==> src/rtl/obc_dft_pkg.sv <==
// Shared definitions for the OBC DFT datapath: ROM word geometry, default
// sample width, the shift-accumulator FSM states and a sign-extension helper
// used by the adder tree.
package obc_dft_pkg;

  localparam int ROM_W   = 32;         // sign + 10 integer + 21 fraction bits
  localparam int N_TERMS = 8;          // ROM words summed per bit slice
  localparam int N_BITS  = 16;         // default input sample width
  localparam int SUM_W   = ROM_W + 3;  // growth of an 8-term sum

  typedef enum logic [1:0] {
    IDLE,
    ACCUM,
    FINAL
  } obc_state_e;

  // Sign-extend one ROM word to the adder-tree sum width.
  function automatic logic signed [SUM_W-1:0] sext_rom(input logic [ROM_W-1:0] v);
    return {{(SUM_W-ROM_W){v[ROM_W-1]}}, v};
  endfunction

endpackage

==> src/rtl/obc_adder_tree.sv <==
// Purely combinational three-level balanced adder tree.
// Ports:
//   i_rom : N_TERMS signed ROM_W-bit ROM words for the current bit slice
//   o_sum : signed SUM_W-bit sum (ROM_W+3), cannot overflow
module obc_adder_tree
  import obc_dft_pkg::*;
(
  input  logic        [ROM_W-1:0] i_rom [N_TERMS],
  output logic signed [SUM_W-1:0] o_sum
);

  logic signed [SUM_W-1:0] w_l0 [N_TERMS];
  logic signed [SUM_W-1:0] w_l1 [N_TERMS/2];
  logic signed [SUM_W-1:0] w_l2 [N_TERMS/4];

  // Every level is carried at the full sum width; the extension is done once
  // at the leaves so no intermediate width bookkeeping is needed.
  always_comb begin
    for (int unsigned i = 0; i < N_TERMS; i++) begin
      w_l0[i] = sext_rom(i_rom[i]);
    end
    for (int unsigned i = 0; i < N_TERMS/2; i++) begin
      w_l1[i] = w_l0[2*i] + w_l0[2*i+1];
    end
    for (int unsigned i = 0; i < N_TERMS/4; i++) begin
      w_l2[i] = w_l1[2*i] + w_l1[2*i+1];
    end
    o_sum = w_l2[0] + w_l2[1];
  end

endmodule

==> src/rtl/obc_shift_accumulator.sv <==
// Bit-serial OBC shift-accumulate stage. Each ACCUM cycle requests one bit
// slice (bit_sel, MSB first), sums the eight ROM words for that slice and
// accumulates; the sign-bit slice is negated. The OBC offset is added in
// FINAL and the result is presented on y_out with a one-cycle y_valid pulse.
// Ports:
//   clk, rst        : clock, synchronous active-high reset
//   start           : begin a transaction (accepted only in IDLE)
//   offset_in       : signed OBC offset, sampled on the accepted start
//   rom0..rom7      : signed ROM words for the slice selected by bit_sel
//   bit_sel         : slice index requested from the serializer
//   busy            : transaction in flight
//   y_out, y_valid  : signed result and its one-cycle update strobe
module obc_shift_accumulator #(
  parameter int N_BITS = obc_dft_pkg::N_BITS,
  parameter int ROM_W  = obc_dft_pkg::ROM_W,
  parameter int ACC_W  = ROM_W + 3 + N_BITS
) (
  input  logic                      clk,
  input  logic                      rst,
  input  logic                      start,
  input  logic        [ROM_W-1:0]   offset_in,
  input  logic        [ROM_W-1:0]   rom0,
  input  logic        [ROM_W-1:0]   rom1,
  input  logic        [ROM_W-1:0]   rom2,
  input  logic        [ROM_W-1:0]   rom3,
  input  logic        [ROM_W-1:0]   rom4,
  input  logic        [ROM_W-1:0]   rom5,
  input  logic        [ROM_W-1:0]   rom6,
  input  logic        [ROM_W-1:0]   rom7,
  output logic [$clog2(N_BITS)-1:0] bit_sel,
  output logic                      busy,
  output logic signed [ACC_W-1:0]   y_out,
  output logic                      y_valid
);

  import obc_dft_pkg::*;

  localparam int                CNT_W   = $clog2(N_BITS);
  localparam logic [CNT_W-1:0]  CNT_TOP = CNT_W'(N_BITS - 1);

  obc_state_e              r_state;
  obc_state_e              w_state_nxt;
  logic        [CNT_W-1:0] r_cnt;
  logic        [ROM_W-1:0] r_offset;
  logic signed [ACC_W-1:0] r_acc;
  logic signed [ACC_W-1:0] r_y;
  logic                    r_y_valid;

  logic        [ROM_W-1:0] w_rom [N_TERMS];
  logic signed [SUM_W-1:0] w_sum;
  logic signed [ACC_W-1:0] w_sum_ext;
  logic signed [ACC_W-1:0] w_off_ext;

  assign w_rom[0] = rom0;
  assign w_rom[1] = rom1;
  assign w_rom[2] = rom2;
  assign w_rom[3] = rom3;
  assign w_rom[4] = rom4;
  assign w_rom[5] = rom5;
  assign w_rom[6] = rom6;
  assign w_rom[7] = rom7;

  obc_adder_tree u_adder_tree (
    .i_rom (w_rom),
    .o_sum (w_sum)
  );

  assign w_sum_ext = {{(ACC_W-SUM_W){w_sum[SUM_W-1]}}, w_sum};
  assign w_off_ext = {{(ACC_W-ROM_W){r_offset[ROM_W-1]}}, r_offset};

  // State register
  always_ff @(posedge clk) begin
    if (rst) begin
      r_state <= IDLE;
    end else begin
      r_state <= w_state_nxt;
    end
  end

  // Next-state logic
  always_comb begin
    w_state_nxt = r_state;
    case (r_state)
      IDLE:    if (start) w_state_nxt = ACCUM;
      ACCUM:   if (r_cnt == '0) w_state_nxt = FINAL;
      FINAL:   w_state_nxt = IDLE;
      default: w_state_nxt = IDLE;
    endcase
  end

  // Outputs decoded from state
  always_comb begin
    bit_sel = CNT_TOP;
    busy    = 1'b0;
    if (r_state == ACCUM) begin
      bit_sel = r_cnt;
    end
    if (r_state != IDLE) begin
      busy = 1'b1;
    end
  end

  // Datapath: the MSB slice carries weight -2^(N_BITS-1), so it seeds the
  // accumulator negated; every later slice shifts the running value up.
  always_ff @(posedge clk) begin
    if (rst) begin
      r_cnt     <= '0;
      r_offset  <= '0;
      r_acc     <= '0;
      r_y       <= '0;
      r_y_valid <= 1'b0;
    end else begin
      r_y_valid <= 1'b0;
      case (r_state)
        IDLE: begin
          if (start) begin
            r_offset <= offset_in;
            r_cnt    <= CNT_TOP;
          end
        end
        ACCUM: begin
          if (r_cnt == CNT_TOP) begin
            r_acc <= -w_sum_ext;
          end else begin
            r_acc <= (r_acc <<< 1) + w_sum_ext;
          end
          r_cnt <= r_cnt - 1'b1;
        end
        FINAL: begin
          r_y       <= r_acc + w_off_ext;
          r_y_valid <= 1'b1;
        end
        default: ;
      endcase
    end
  end

  assign y_out   = r_y;
  assign y_valid = r_y_valid;

endmodule

==> config.mk <==
export PLATFORM = sky130hd
export DESIGN_NAME = obc_shift_accumulator
export DESIGN_NICKNAME = d
export VERILOG_FILES = /design/src/rtl/obc_dft_pkg.sv /design/src/rtl/obc_adder_tree.sv /design/src/rtl/obc_shift_accumulator.sv
export SDC_FILE = /design/constraint.sdc
export NUM_CORES = 1
export LEC_CHECK = 0
export CAP_MARGIN = 15
export CORE_MARGIN = 3
export CORE_UTILIZATION = 55
export DETAILED_ROUTE_END_ITERATION = 8
export PLACE_DENSITY = 0.82
export SETUP_SLACK_MARGIN = 0.5
export SYNTH_ARGS = -nofsm -noshare
export SYNTH_HDL_FRONTEND = slang
export SYNTH_SLANG_ARGS = --single-unit
export TNS_END_PERCENT = 100
==> constraint.sdc <==
create_clock -name clk -period 12.75 [get_ports clk]
set_input_delay 2.55 -clock clk [delete_from_list [all_inputs] [get_ports clk]]
set_output_delay 2.55 -clock clk [all_outputs]
set_load 0.1 [all_outputs]
==> flow_results.org <==
** Clock network
- TritonCTS built the clock tree.
- Clock-pin slew on the worst setup and hold paths :: 60 ps
- Hold Buf Count CTS :: 0
- Maximum buffer depth of the clock tree :: 2
- Gates resized during post-CTS repair numbered 0.
- The clock tree synthesis step divided the H-tree into 4 levels.
- Buffers inserted during clock tree synthesis total 17.
- Cell at the root of the clock tree :: sky130_fd_sc_hd__clkbuf_16
- After clock tree synthesis, the setup repair step added 0 buffers.
- CTS saw 141 sinks.
- Clock network latency to the later pin of the worst-skew pair :: 440 ps

** Critical path
- Critical Path Source Type :: primary input
- Capture instance of the worst register-to-register path :: r_acc[49]
- STA puts the critical path data required time at 13,100 ps.
- Largest driver fanout on the critical path :: 11
- Crit-path most repeated cell :: sky130_fd_sc_hd__a21o_1
- CP Capture Type :: flip-flop
- Data on the critical path arrives at its endpoint at 12,000 ps.
- R2r startpoint :: r_acc[0]
- Cell count of the worst reg-to-reg path :: 14
- The setup check on the worst reg-to-reg path leaves a slack of 8870 ps.
- The slowest stage of the critical path belongs to the cell sky130_fd_sc_hd__o41ai_1.
- Crit path from :: rom4[1]
- The critical path is of the in -> reg type.
- On the worst path, the slowest cell contributes a delay of 620 ps.

** Flow run
- Number of max-cap violations :: 0

** Timing
- The final number of max-transition violations is 0.
- Measured against its own limit, the worst slew margin works out to 0.315.
- Final clock period utilization by the worst path :: 0.914
- Slew at the pin closest to its max-slew limit :: 1020 ps
- Setup violations remaining at the end of the flow were counted as 0.
- Hold is met by 452 ps.
- The number of hold violations in the final report was 0.
- RSZ-0062 raised after global routing :: false
- Sum Neg Setup Slack :: 0 ps
- Clk_skew :: 12.3 ps
- Static timing analysis puts the maximum clock frequency at 0.0858 GHz.
- Period minus WS final :: 11,650 ps

** Floorplan
- Height of the chip :: 201 µm
- Core Rows :: 70
- The die is 201 µm wide.
- Num ports :: 348
- The floorplan step defined a die boundary enclosing 0.0405 mm².
- The total area inside the core boundary comes to 0.0370 mm².
- The initial utilization of the core area, before any placement, comes to 0.566.

** Layout
- Leaving out fill and tap cells, the most frequent cell in the layout is sky130_fd_sc_hd__clkdlybuf4s50_1.
- The final layout contains 3,678 nets.
- 0 antenna diodes ended up in the layout.
- Cell area after layout :: 0.0256 mm²
- Layout cells sized above 1 :: 0.0343
- The top cell types in the final layout, fill and taps aside, are 346 x sky130_fd_sc_hd__clkdlybuf4s50_1, 305 x sky130_fd_sc_hd__a21oi_1, 272 x sky130_fd_sc_hd__nand2_1, 266 x sky130_fd_sc_hd__ha_1, 202 x sky130_fd_sc_hd__inv_1.
- Area growth, synth to finish :: 22.0%
- Once layout is complete, the utilization of the core stands at 0.690.

** Synth
- Number of flops mapped to enable cells by yosys :: 0
- Register bit count reported by yosys :: 141
- Post-synthesis sequential area ratio :: 0.135
- Async set or reset register ratio after synthesis :: 0
- In the synthesized netlist the dominant register cell turns out to be sky130_fd_sc_hd__dfxtp_1.
- The cell area that synthesis handed to floorplanning was 0.0210 mm².
- Averaged over all synthesized cells, the footprint is 7.61 µm².
- Count of yosys warnings during synthesis :: 0
- Synthesized net count :: 3,383
- Distinct cell type count after synthesis :: 96
- Syn Inst Count :: 2,753

** Placement
- Placer's final routability congestion estimate :: 0.970
- Number of buffer cells added on primary ports :: 347
- Instance area after placement :: 0.0248 mm²
- Once detailed placement completed, the half-perimeter wirelength came to 53,800 µm.

** Global routing
- Summed over all layers, the global routing overflow is 0.
- The initial antenna violation count came to 0.
- Pin count of the biggest net entering global routing :: 104
- The first global-routing pass estimated 104,000 µm of wire.
- Overall fraction of global-route tracks in use :: 0.307
- Via count of the first global-routing pass :: 20,868

** Routing
- For this run, design rule violations remaining after detail routing come to 0.
- Summing over every cut layer, the via total after detailed routing is 21,523.
- Pre-antenna DRT Iters :: 5
- Wires add up to 64,700 µm.
- The detail route stage leaves a number of antenna-violating nets equal to 0.
- Routed wire per std cell :: 18.1 µm
- After detailed routing, the number of vias per cell comes to 6.04.
- The detailed router finished its first iteration with 1,409 violations.

** Hold path
- Launch instance of the worst min-delay path :: y_out[37]
- For hold timing, the worst endpoint is y_out[37].
- Worst Hold Path Cells :: 2
- The tightest min-delay check is of the reg -> reg type.

** Status
- Status :: completed
[registers in the layout, indices dropped and copies added, names as in the netlist]
signal    flops
r_acc        51
y_out        51
r_offset     32
r_cnt         4
r_state       2
y_valid       1
[worst max path at each step]
stage	cells after the start	end	slack [ps]
after CTS	37	r_acc[46]	1280
after global routing	38	r_acc[46]	610
after global placement	37	r_acc[46]	970
final	37	r_acc[46]	1100
after detailed placement	37	r_acc[46]	850
after floorplan	37	r_acc[46]	1450
[routing by layer]
metal  routed length, µm  global-route usage  vias up
li1                    -                   -    10542
met2               29900               0.521      897
met4                1300              0.0763        0
met5                   0                   0        -
met1               28800               0.413     9993
met3                4710              0.0435       91
[layout make-up]
type,count,area [µm²]
Multi-Input combinational cell,2323,17100
Sequential cell,141,2820
Inverter,204,766
Clock inverter,15,235
Timing Repair Buffer,361,3620
Clock buffer,17,425
Fill cell,3105,11500
Tap cell,504,631
[cells in the mapped netlist, types with 6 or more instances]
cell / n / area (µm²)
sky130_fd_sc_hd__xnor2_1: 149 / 1310
sky130_fd_sc_hd__o21a_1: 27 / 203
sky130_fd_sc_hd__o21ai_0: 137 / 686
sky130_fd_sc_hd__clkbuf_1: 72 / 270
sky130_fd_sc_hd__and2_1: 17 / 106
sky130_fd_sc_hd__a31oi_1: 30 / 188
sky130_fd_sc_hd__inv_1: 202 / 758
sky130_fd_sc_hd__a21o_1: 148 / 1110
sky130_fd_sc_hd__a311oi_1: 13 / 114
sky130_fd_sc_hd__or4_1: 6 / 45.0
sky130_fd_sc_hd__nor3b_1: 12 / 90.1
sky130_fd_sc_hd__nand2_1: 272 / 1020
sky130_fd_sc_hd__nor2_1: 168 / 631
sky130_fd_sc_hd__dfxtp_1: 141 / 2820
sky130_fd_sc_hd__o211ai_1: 25 / 188
sky130_fd_sc_hd__o2111ai_1: 8 / 70.1
sky130_fd_sc_hd__or3_1: 27 / 169
sky130_fd_sc_hd__a211oi_1: 48 / 360
sky130_fd_sc_hd__o31ai_1: 12 / 90.1
sky130_fd_sc_hd__nand3_1: 69 / 345
sky130_fd_sc_hd__nor2b_1: 36 / 225
sky130_fd_sc_hd__o41ai_1: 6 / 52.6
sky130_fd_sc_hd__o21bai_1: 31 / 233
sky130_fd_sc_hd__nor3_1: 66 / 330
sky130_fd_sc_hd__nor4_1: 8 / 50.1
sky130_fd_sc_hd__fa_1: 73 / 1460
sky130_fd_sc_hd__o21ai_1: 6 / 30.0
sky130_fd_sc_hd__a211o_1: 10 / 87.6
sky130_fd_sc_hd__a221oi_1: 9 / 78.8
sky130_fd_sc_hd__nand3b_1: 14 / 105
sky130_fd_sc_hd__a21boi_0: 11 / 82.6
sky130_fd_sc_hd__buf_1: 11 / 41.3
sky130_fd_sc_hd__a31o_2: 8 / 70.1
sky130_fd_sc_hd__a21oi_1: 305 / 1530
sky130_fd_sc_hd__a2111oi_0: 6 / 52.6
sky130_fd_sc_hd__a41oi_1: 7 / 61.3
sky130_fd_sc_hd__ha_1: 266 / 3330
sky130_fd_sc_hd__nand4_1: 27 / 169
sky130_fd_sc_hd__xor2_1: 77 / 674
sky130_fd_sc_hd__or2_2: 9 / 56.3
sky130_fd_sc_hd__and3_1: 26 / 163
sky130_fd_sc_hd__nand2b_1: 45 / 282
sky130_fd_sc_hd__o31a_1: 6 / 52.6
[worst max-delay path, delay by kind of cell]
kind                       cells  cell delay (ps)
AOI/OAI and AO/OA             21             5120
adders and majority gates      5             2050
and+or+nand+nor                4              770
buffers and inverters          4              800
xor gates and xnor gates       3              670
[through the flow]
stage / setup slack (ps) / std cells
6_report: 1100 / 3565
5_1_grt: 609 / 3565
4_1_cts: 1280 / 3563
3_5_place_dp: 852 / 3531
3_3_place_gp: 971 / 3531
2_1_floorplan: 1450 / 2753
[logic make-up (layout without fill, tap and decap cells)]
| family | count (synthesis) | count (layout) | synth area share |
|---|---|---|---|
| muxes | 5 | 5 | 0.00245 |
| xor gates and xnor gates | 229 | 229 | 0.0971 |
| AOI/OAI and AO/OA | 920 | 920 | 0.288 |
| DFF | 141 | 141 | 0.135 |
| adders and majority gates | 339 | 339 | 0.229 |
| and+or+nand+nor | 830 | 830 | 0.197 |
| buffers and inverters | 289 | 597 | 0.0519 |
Power is not shown: default switching activity piles up to over one toggle a cycle in this logic, so the estimate is an artifact.
